File: src/rtl/mem_wb_sequencer.sv
// MEM/WB controller: ALU/JUMP writeback one cycle after accept; LOAD/STORE run a req/ready access then one WB cycle.
// Upstream stall is high from LOAD/STORE accept through WB, and in ERR until err_clr.
module mem_wb_sequencer #(
   parameter int TIMEOUT_CYCLES = 255
) (
   input  logic        clk,
   input  logic        rst,
   input  logic        op_valid,
   input  logic [1:0]  op_type,
   input  logic [4:0]  op_rd,
   input  logic        op_reg_write,
   input  logic        mem_ready,
   input  logic [31:0] mem_rdata,
   input  logic        err_clr,
   output logic        mem_req,
   output logic        mem_we,
   output logic        stall,
   output logic        wb_en,
   output logic [4:0]  wb_rd,
   output logic [1:0]  result_src,
   output logic [31:0] load_data,
   output logic        err
);
   localparam int CW = $clog2(TIMEOUT_CYCLES + 1);
   localparam logic [CW-1:0] LAST = CW'(TIMEOUT_CYCLES - 1);
   localparam logic [1:0] OP_LOAD  = 2'b01;
   localparam logic [1:0] OP_STORE = 2'b11;

   typedef enum logic [1:0] {IDLE, ACCESS, WB, ERR} state_t;

   state_t          state, state_nxt;
   logic [1:0]      type_q;
   logic [4:0]      rd_q;
   logic            rw_q;
   logic            alu_wb_q;
   logic [CW-1:0]   cnt_q;

   always_ff @(posedge clk or posedge rst) begin
      if (rst) state <= IDLE;
      else     state <= state_nxt;
   end

   // op_type[0] set means LOAD or STORE, i.e. a memory access.
   always_comb begin
      state_nxt  = state;
      mem_req    = 1'b0;
      mem_we     = 1'b0;
      stall      = 1'b0;
      err        = 1'b0;
      wb_en      = 1'b0;
      wb_rd      = 5'd0;
      result_src = 2'b00;
      if (alu_wb_q && rw_q) begin
         wb_en      = 1'b1;
         wb_rd      = rd_q;
         result_src = type_q;
      end
      case (state)
         IDLE: begin
            if (op_valid && op_type[0]) begin
               stall     = 1'b1;
               state_nxt = ACCESS;
            end
         end
         ACCESS: begin
            mem_req = 1'b1;
            mem_we  = (type_q == OP_STORE);
            stall   = 1'b1;
            if (mem_ready)          state_nxt = WB;
            else if (cnt_q == LAST) state_nxt = ERR;
         end
         WB: begin
            stall     = 1'b1;
            state_nxt = IDLE;
            if (type_q == OP_LOAD && rw_q) begin
               wb_en      = 1'b1;
               wb_rd      = rd_q;
               result_src = 2'b01;
            end
         end
         ERR: begin
            stall = 1'b1;
            err   = 1'b1;
            if (err_clr) state_nxt = IDLE;
         end
         default: state_nxt = IDLE;
      endcase
   end

   always_ff @(posedge clk or posedge rst) begin
      if (rst) begin
         type_q    <= 2'b00;
         rd_q      <= 5'd0;
         rw_q      <= 1'b0;
         alu_wb_q  <= 1'b0;
         cnt_q     <= '0;
         load_data <= 32'd0;
      end else begin
         alu_wb_q <= (state == IDLE) && op_valid && !op_type[0];
         if (state == IDLE && op_valid) begin
            type_q <= op_type;
            rd_q   <= op_rd;
            rw_q   <= op_reg_write;
         end
         // Held at zero in IDLE so every access starts its timeout from 0.
         if (state == IDLE)
            cnt_q <= '0;
         else if (state == ACCESS && !mem_ready)
            cnt_q <= cnt_q + CW'(1);
         if (state == ACCESS && mem_ready && type_q == OP_LOAD)
            load_data <= mem_rdata;
      end
   end
endmodule
File: config.mk
export PLATFORM = sky130hd
export DESIGN_NAME = mem_wb_sequencer
export DESIGN_NICKNAME = d
export VERILOG_FILES = /design/src/rtl/mem_wb_sequencer.sv
export SDC_FILE = /design/constraint.sdc
export NUM_CORES = 1
export LEC_CHECK = 0
export BUFFER_PORTS_ARGS = -buffer_cell sky130_fd_sc_hd__buf_2
export CORE_MARGIN = 10
export CORE_UTILIZATION = 52
export DETAILED_ROUTE_END_ITERATION = 10
export GPL_ROUTABILITY_DRIVEN = 0
export GPL_TIMING_DRIVEN = 0
export PLACE_DENSITY = 0.84
export SYNTH_ARGS = -nofsm -noshare
export SYNTH_HDL_FRONTEND = slang
export SYNTH_SLANG_ARGS = --single-unit
File: constraint.sdc
create_clock -name clk -period 5 [get_ports clk]
set_clock_uncertainty 0.05 [all_clocks]
set_input_delay 1 -clock clk [delete_from_list [all_inputs] [get_ports clk]]
set_output_delay 1 -clock clk [all_outputs]
set_load 0.005 [all_outputs]
Yosys cells after proc, flatten, opt, wreduce, memory -nomap -nowiden
Index checks and enable logic that the tools add are counted.
{"block": "totals", "in_bits": 45, "register_bits": 51, "out_inout_bits": 44, "word_cells": 52}
{"block": "classes", "n_reduce_logical": 14, "add_sub_neg": 1, "eq_ne": 9, "muxes": 21}
{"operator": "$mux 8", "count": 2}
{"operator": "$mux 5", "count": 3}
{"operator": "$mux 2", "count": 7}
{"operator": "$add 8x1->8 const B", "count": 1}
{"operator": "$eq 8x8->1 const B", "count": 1}
{"operator": "$logic_and 1x1->1", "count": 8}
{"operator": "$pmux 2 s4", "count": 1}
{"operator": "$mux 1", "count": 7}
{"operator": "$eq 2x2->1 const B", "count": 3}
{"operator": "$eq 2x1->1 const B", "count": 2}
{"operator": "$ne 2x2->1 const B", "count": 2}
{"operator": "$ne 3x3->1 const B", "count": 1}
{"operator": "$reduce_and 3->1", "count": 1}
{"operator": "$reduce_or 3->1", "count": 1}
{"operator": "$logic_not 1->1", "count": 2}
{"operator": "$logic_not 2->1", "count": 1}
{"operator": "$pmux 1 s2", "count": 1}
{"operator": "$reduce_bool 2->1", "count": 1}

Logic depth before layout (Yosys ltp)
{"block": "depth", "depth_word": 4, "ltp_mapped": 5, "ltp_nobuf": 4}

Worst setup path before layout
OpenSTA, ideal clock, no wires.
{"block": "synth_timing", "kind": "input port to output port", "startpoint": "input port op_valid", "endpoint": "output port stall", "path_slack_ns": 2.835, "stages": 2, "t_arrival_ns": 1.115, "path_cell_list": "nand2_1 nand2_1"}
{"block": "synth_via", "elab_chain_cells": 3}
{"item": "start: declaration", "line_no": "8", "source": "input logic op_valid,"}
{"item": "$logic_and 1x1->1", "line_no": "60", "source": "if (op_valid && op_type[0]) begin"}
{"item": "$mux 1", "line_no": "60"}
{"item": "$pmux 1 s2", "line_no": "58", "source": "case (state)"}
{"item": "end: declaration", "line_no": "17", "source": "output logic stall,"}
No other way between the ends.

Worst setup path in the final report
{"block": "layout_timing", "startpoint": "register state[1]", "endpoint": "output port wb_rd[4]"}
{"block": "layout_via", "elab_chain_cells": 2}
{"item": "start: declaration", "line_no": "31", "source": "state_t state, state_nxt;"}
{"item": "start signal: assignment", "line_no": "40", "source": "else state <= state_nxt;"}
{"item": "$eq 2x2->1", "line_no": "58"}
{"item": "$mux 5", "line_no": "58"}
{"item": "end: declaration", "line_no": "19", "source": "output logic [4:0] wb_rd,"}
No other way between the ends.

==> metrics.json <==
{
  "flow.area_growth_from_synthesis": {"value": 27.6, "unit": "%"},
  "clock_tree.root_cell": {"value": "sky130_fd_sc_hd__clkbuf_8"},
  "layout_common_cells": {"value": "90 x sky130_fd_sc_hd__buf_2, 51 x sky130_fd_sc_hd__dfrtp_1, 30 x sky130_fd_sc_hd__mux2_4"},
  "first_global_vias": {"value": 1759},
  "antenna_cells_inserted": {"value": 0},
  "switchingPower": {"value": 0.406, "unit": "mW"},
  "timing.critical_path.slowest_stage_cell": {"value": "sky130_fd_sc_hd__dfrtp_1"},
  "timing.critical_path.from_type": {"value": "register"},
  "worst_hold_slack": {"value": 0.453, "unit": "ns"},
  "synthesis.instances": {"value": 161},
  "port_buffers": {"value": 88},
  "finish.net_count": {"value": 304},
  "highest_attainable_clock_frequency": {"value": 368, "unit": "MHz"},
  "synth.top_cell.area_share": {"value": 55.1, "unit": "%"},
  "status": {"value": "complete, no violations"},
  "critical_path.endpoint_type": {"value": "output pin"},
  "dp_hpwl": {"value": 4260, "unit": "um"},
  "arrival": {"value": 1.66, "unit": "ns"},
  "starting_density": {"value": 53.5, "unit": "%"},
  "hp-class": {"value": "reg2reg"},
  "die_width": {"value": 86.7, "unit": "um"},
  "detailedRoute.firstIterationViolations": {"value": 67},
  "sequentialPowerShare": {"value": 45.6, "unit": "%"},
  "max-clock-path-buffers": {"value": 2},
  "dieHeight": {"value": 86.7, "unit": "um"},
  "path_common_cell": {"value": "sky130_fd_sc_hd__buf_2"},
  "htreeDepth": {"value": 2},
  "ys_types": {"value": 31},
  "grt_first_pass_wirelength": {"value": 8640, "unit": "um"},
  "worst_ir_drop_vdd": {"value": 219, "unit": "uV"},
  "clock_sink_count": {"value": 51},
  "route.detailed.wl_per_inst": {"value": 17.4, "unit": "um"},
  "syn-cell-area": {"value": 2310, "unit": "um^2"},
  "leakagePower": {"value": 1.65, "unit": "nW"},
  "final_hold_viols": {"value": 0},
  "cts-buffers-inserted": {"value": 5},
  "rsz0062_at_grt": {"value": "false"},
  "tns": {"value": 0, "unit": "ns"},
  "worst-setup-path-type": {"value": "reg2out"},
  "cts_post_setup_buffers_inserted": {"value": 0},
  "required_arrival_time_at_the_worst_endpoint": {"value": 3.95, "unit": "ns"},
  "timing.final.crit_period": {"value": 2.71, "unit": "ns"},
  "library_cell_occupying_the_most_area_in_the_post_synthesis_netlist": {"value": "sky130_fd_sc_hd__dfrtp_1"},
  "drv.max_cap_violation_count": {"value": 0},
  "proportion_of_layout_cells_with_a_drive_suffix_above_1": {"value": 58.1, "unit": "%"},
  "path_cells": {"value": "buf_2 -> nor4bb_1 -> o21ai_1 -> nor2_1 -> buf_2"},
  "number_of_antenna_violations_at_the_first_check_in_global_routing": {"value": 0},
  "power.combinational.fraction": {"value": 34.9, "unit": "%"},
  "synth.yosys.seq_area_share": {"value": 55.1, "unit": "%"},
  "cts_tree": {"value": "done"},
  "postRouteAntennaNets": {"value": 0},
  "cts.clk_slew.worst_paths": {"value": 0.08, "unit": "ns"},
  "power_switching_share": {"value": 28.1, "unit": "%"},
  "report.final.setup_viol": {"value": 0},
  "synth_area_per_cell": {"value": 14.4, "unit": "um^2"},
  "slew-limit-headroom": {"value": 62.6, "unit": "%"},
  "placement_rows": {"value": 24},
  "track_usage": {"value": 14.2, "unit": "%"},
  "maximum_number_of_pins_on_one_net_before_global_route_repair": {"value": 28},
  "globalRouteOverflowTotal": {"value": 0},
  "cts_resized": {"value": 0},
  "p_clk_share": {"value": 19.5, "unit": "%"},
  "tightest_slew": {"value": 0.561, "unit": "ns"},
  "dominantRegCellSynth": {"value": "sky130_fd_sc_hd__dfrtp_1"},
  "report.final.slew_viol_count": {"value": 0},
  "final.period_utilization": {"value": 54.3, "unit": "%"},
  "synth_warnings": {"value": 0},
  "layout_commonest_cell": {"value": "sky130_fd_sc_hd__buf_2"},
  "powerDensity": {"value": 489, "unit": "nW/um^2"},
  "postSynthRegisterBits": {"value": 51},
  "drt_drc_violations_left": {"value": 0},
  "crit_path_max_incr_delay": {"value": 0.40, "unit": "ns"},
  "holdBufCountCts": {"value": 0},
  "clock_insertion_delay_worst_skew": {"value": 0.30, "unit": "ns"},
  "synth_top_cells_by_area": {"value": "sky130_fd_sc_hd__dfrtp_1 55%, sky130_fd_sc_hd__mux2_4 19%, sky130_fd_sc_hd__mux2_2 5.4%, sky130_fd_sc_hd__inv_1 1.8%, sky130_fd_sc_hd__o311ai_0 1.5%"},
  "number_of_flops_mapped_to_enable_cells_by_yosys": {"value": 0},
  "die_ar": {"value": 7520, "unit": "um^2"},
  "async_reset_ff_share": {"value": 100, "unit": "%"},
  "detail_route.first_pass.iterations": {"value": 5},
  "via_count": {"value": 1599},
  "drt-total-wl": {"value": 5390, "unit": "um"},
  "critical_path_peak_fanout": {"value": 10},
  "coreArea": {"value": 4320, "unit": "um^2"},
  "design.portCount": {"value": 89},
  "synthesis.nets": {"value": 208},
  "routed_via_density": {"value": 5.16},
  "p_int": {"value": 1.04, "unit": "mW"}
}
==> final timing paths <==
check                         start            to  slack (ns)  depth (start not counted)
min in group asynchronous       rst  load_data[3]        0.69                          2
setup / recovery           state[1]      wb_rd[4]        2.29                          5
setup reg to reg           state[1]      cnt_q[7]        3.42                          4
hold / removal             cnt_q[7]      cnt_q[7]        0.45                          1
max in group asynchronous       rst      state[0]        3.67                          3
hold reg to reg            cnt_q[7]      cnt_q[7]        0.45                          1
==> power groups by stage <==
stage | logic (mW) | clock network (mW) | registers, mW
finish | 0.504 | 0.281 | 0.658
global route | 0.551 | 0.308 | 0.678
CTS | 0.518 | 0.290 | 0.658
detailed placement | 0.513 | 0 | 0.666
global placement | 0.502 | 0 | 0.647
floorplan | 0.279 | 0 | 0.668
==> cell families after synthesis <==
| kind of cell | after synthesis | share of synthesized area (%) |
|---|---|---|
| adders and majority gates | 2 | 1.08 |
| AOI/OAI and AO/OA | 19 | 6.32 |
| and+or+nand+nor | 31 | 8.65 |
| DFF | 51 | 55.1 |
| muxes | 41 | 24.8 |
| buffers and inverters | 17 | 4.00 |
==> state kept, by name, summed over array words and instances (netlist names) <==
register / cells
alu_wb_q: 1
cnt_q: 8
load_data: 32
rd_q: 5
rw_q: 1
state: 2
type_q: 2
==> layer usage <==
metal / routed length [um] / GRT usage [%] / vias up
met5: 0 / 0 / -
met4: 56 / 3.83 / 0
met3: 405 / 5.91 / 4
met2: 2710 / 23.1 / 59
met1: 2220 / 17.0 / 770
li1: - / - / 766
==> Yosys cell counts (all sizes together), types with 2 or more instances <==
library cell	n
mux2	41
o41ai	4
nand2b	2
inv	11
or2	2
nand2	7
o311ai	4
a22o	3
nor2b	2
nor2	7
dfrtp	51
ha	2
buf	6
nand3b	2
and3	2
nand4	2
nand3	2
o21ai	4
==> cell type report <==
cell class	instances	area [um^2]
inverter	11	41.3
timing repair buffer	89	460
tap	52	65.1
clock buffer	5	68.8
sequential	51	1280
multi-input combinational	93	946
buffer	6	51.3
clock inverter	3	43.8
fill	336	1370
==> per-stage QoR <==
step,total power [mW],util (%),cells,worst slack [ns],cell area [um^2]
after floorplan,0.947,-,161,2.72,2310
after global placement,1.15,65.2,301,2.12,2820
after detailed placement,1.18,65.7,302,2.55,2840
after CTS,1.47,68.3,310,2.27,2950
after global routing,1.54,68.3,310,2.02,2950
final,1.44,68.3,310,2.29,2950
==> worst max-delay path, delay by kind of cell (launching register included) <==
family	cells	cell delay (ns)
DFF	1	0.40
buffers and inverters	2	0.34
AOI/OAI and AO/OA	1	0.21
and+or+nand+nor	2	0.41
No activity file was read; power rests on OpenSTA's default activity.
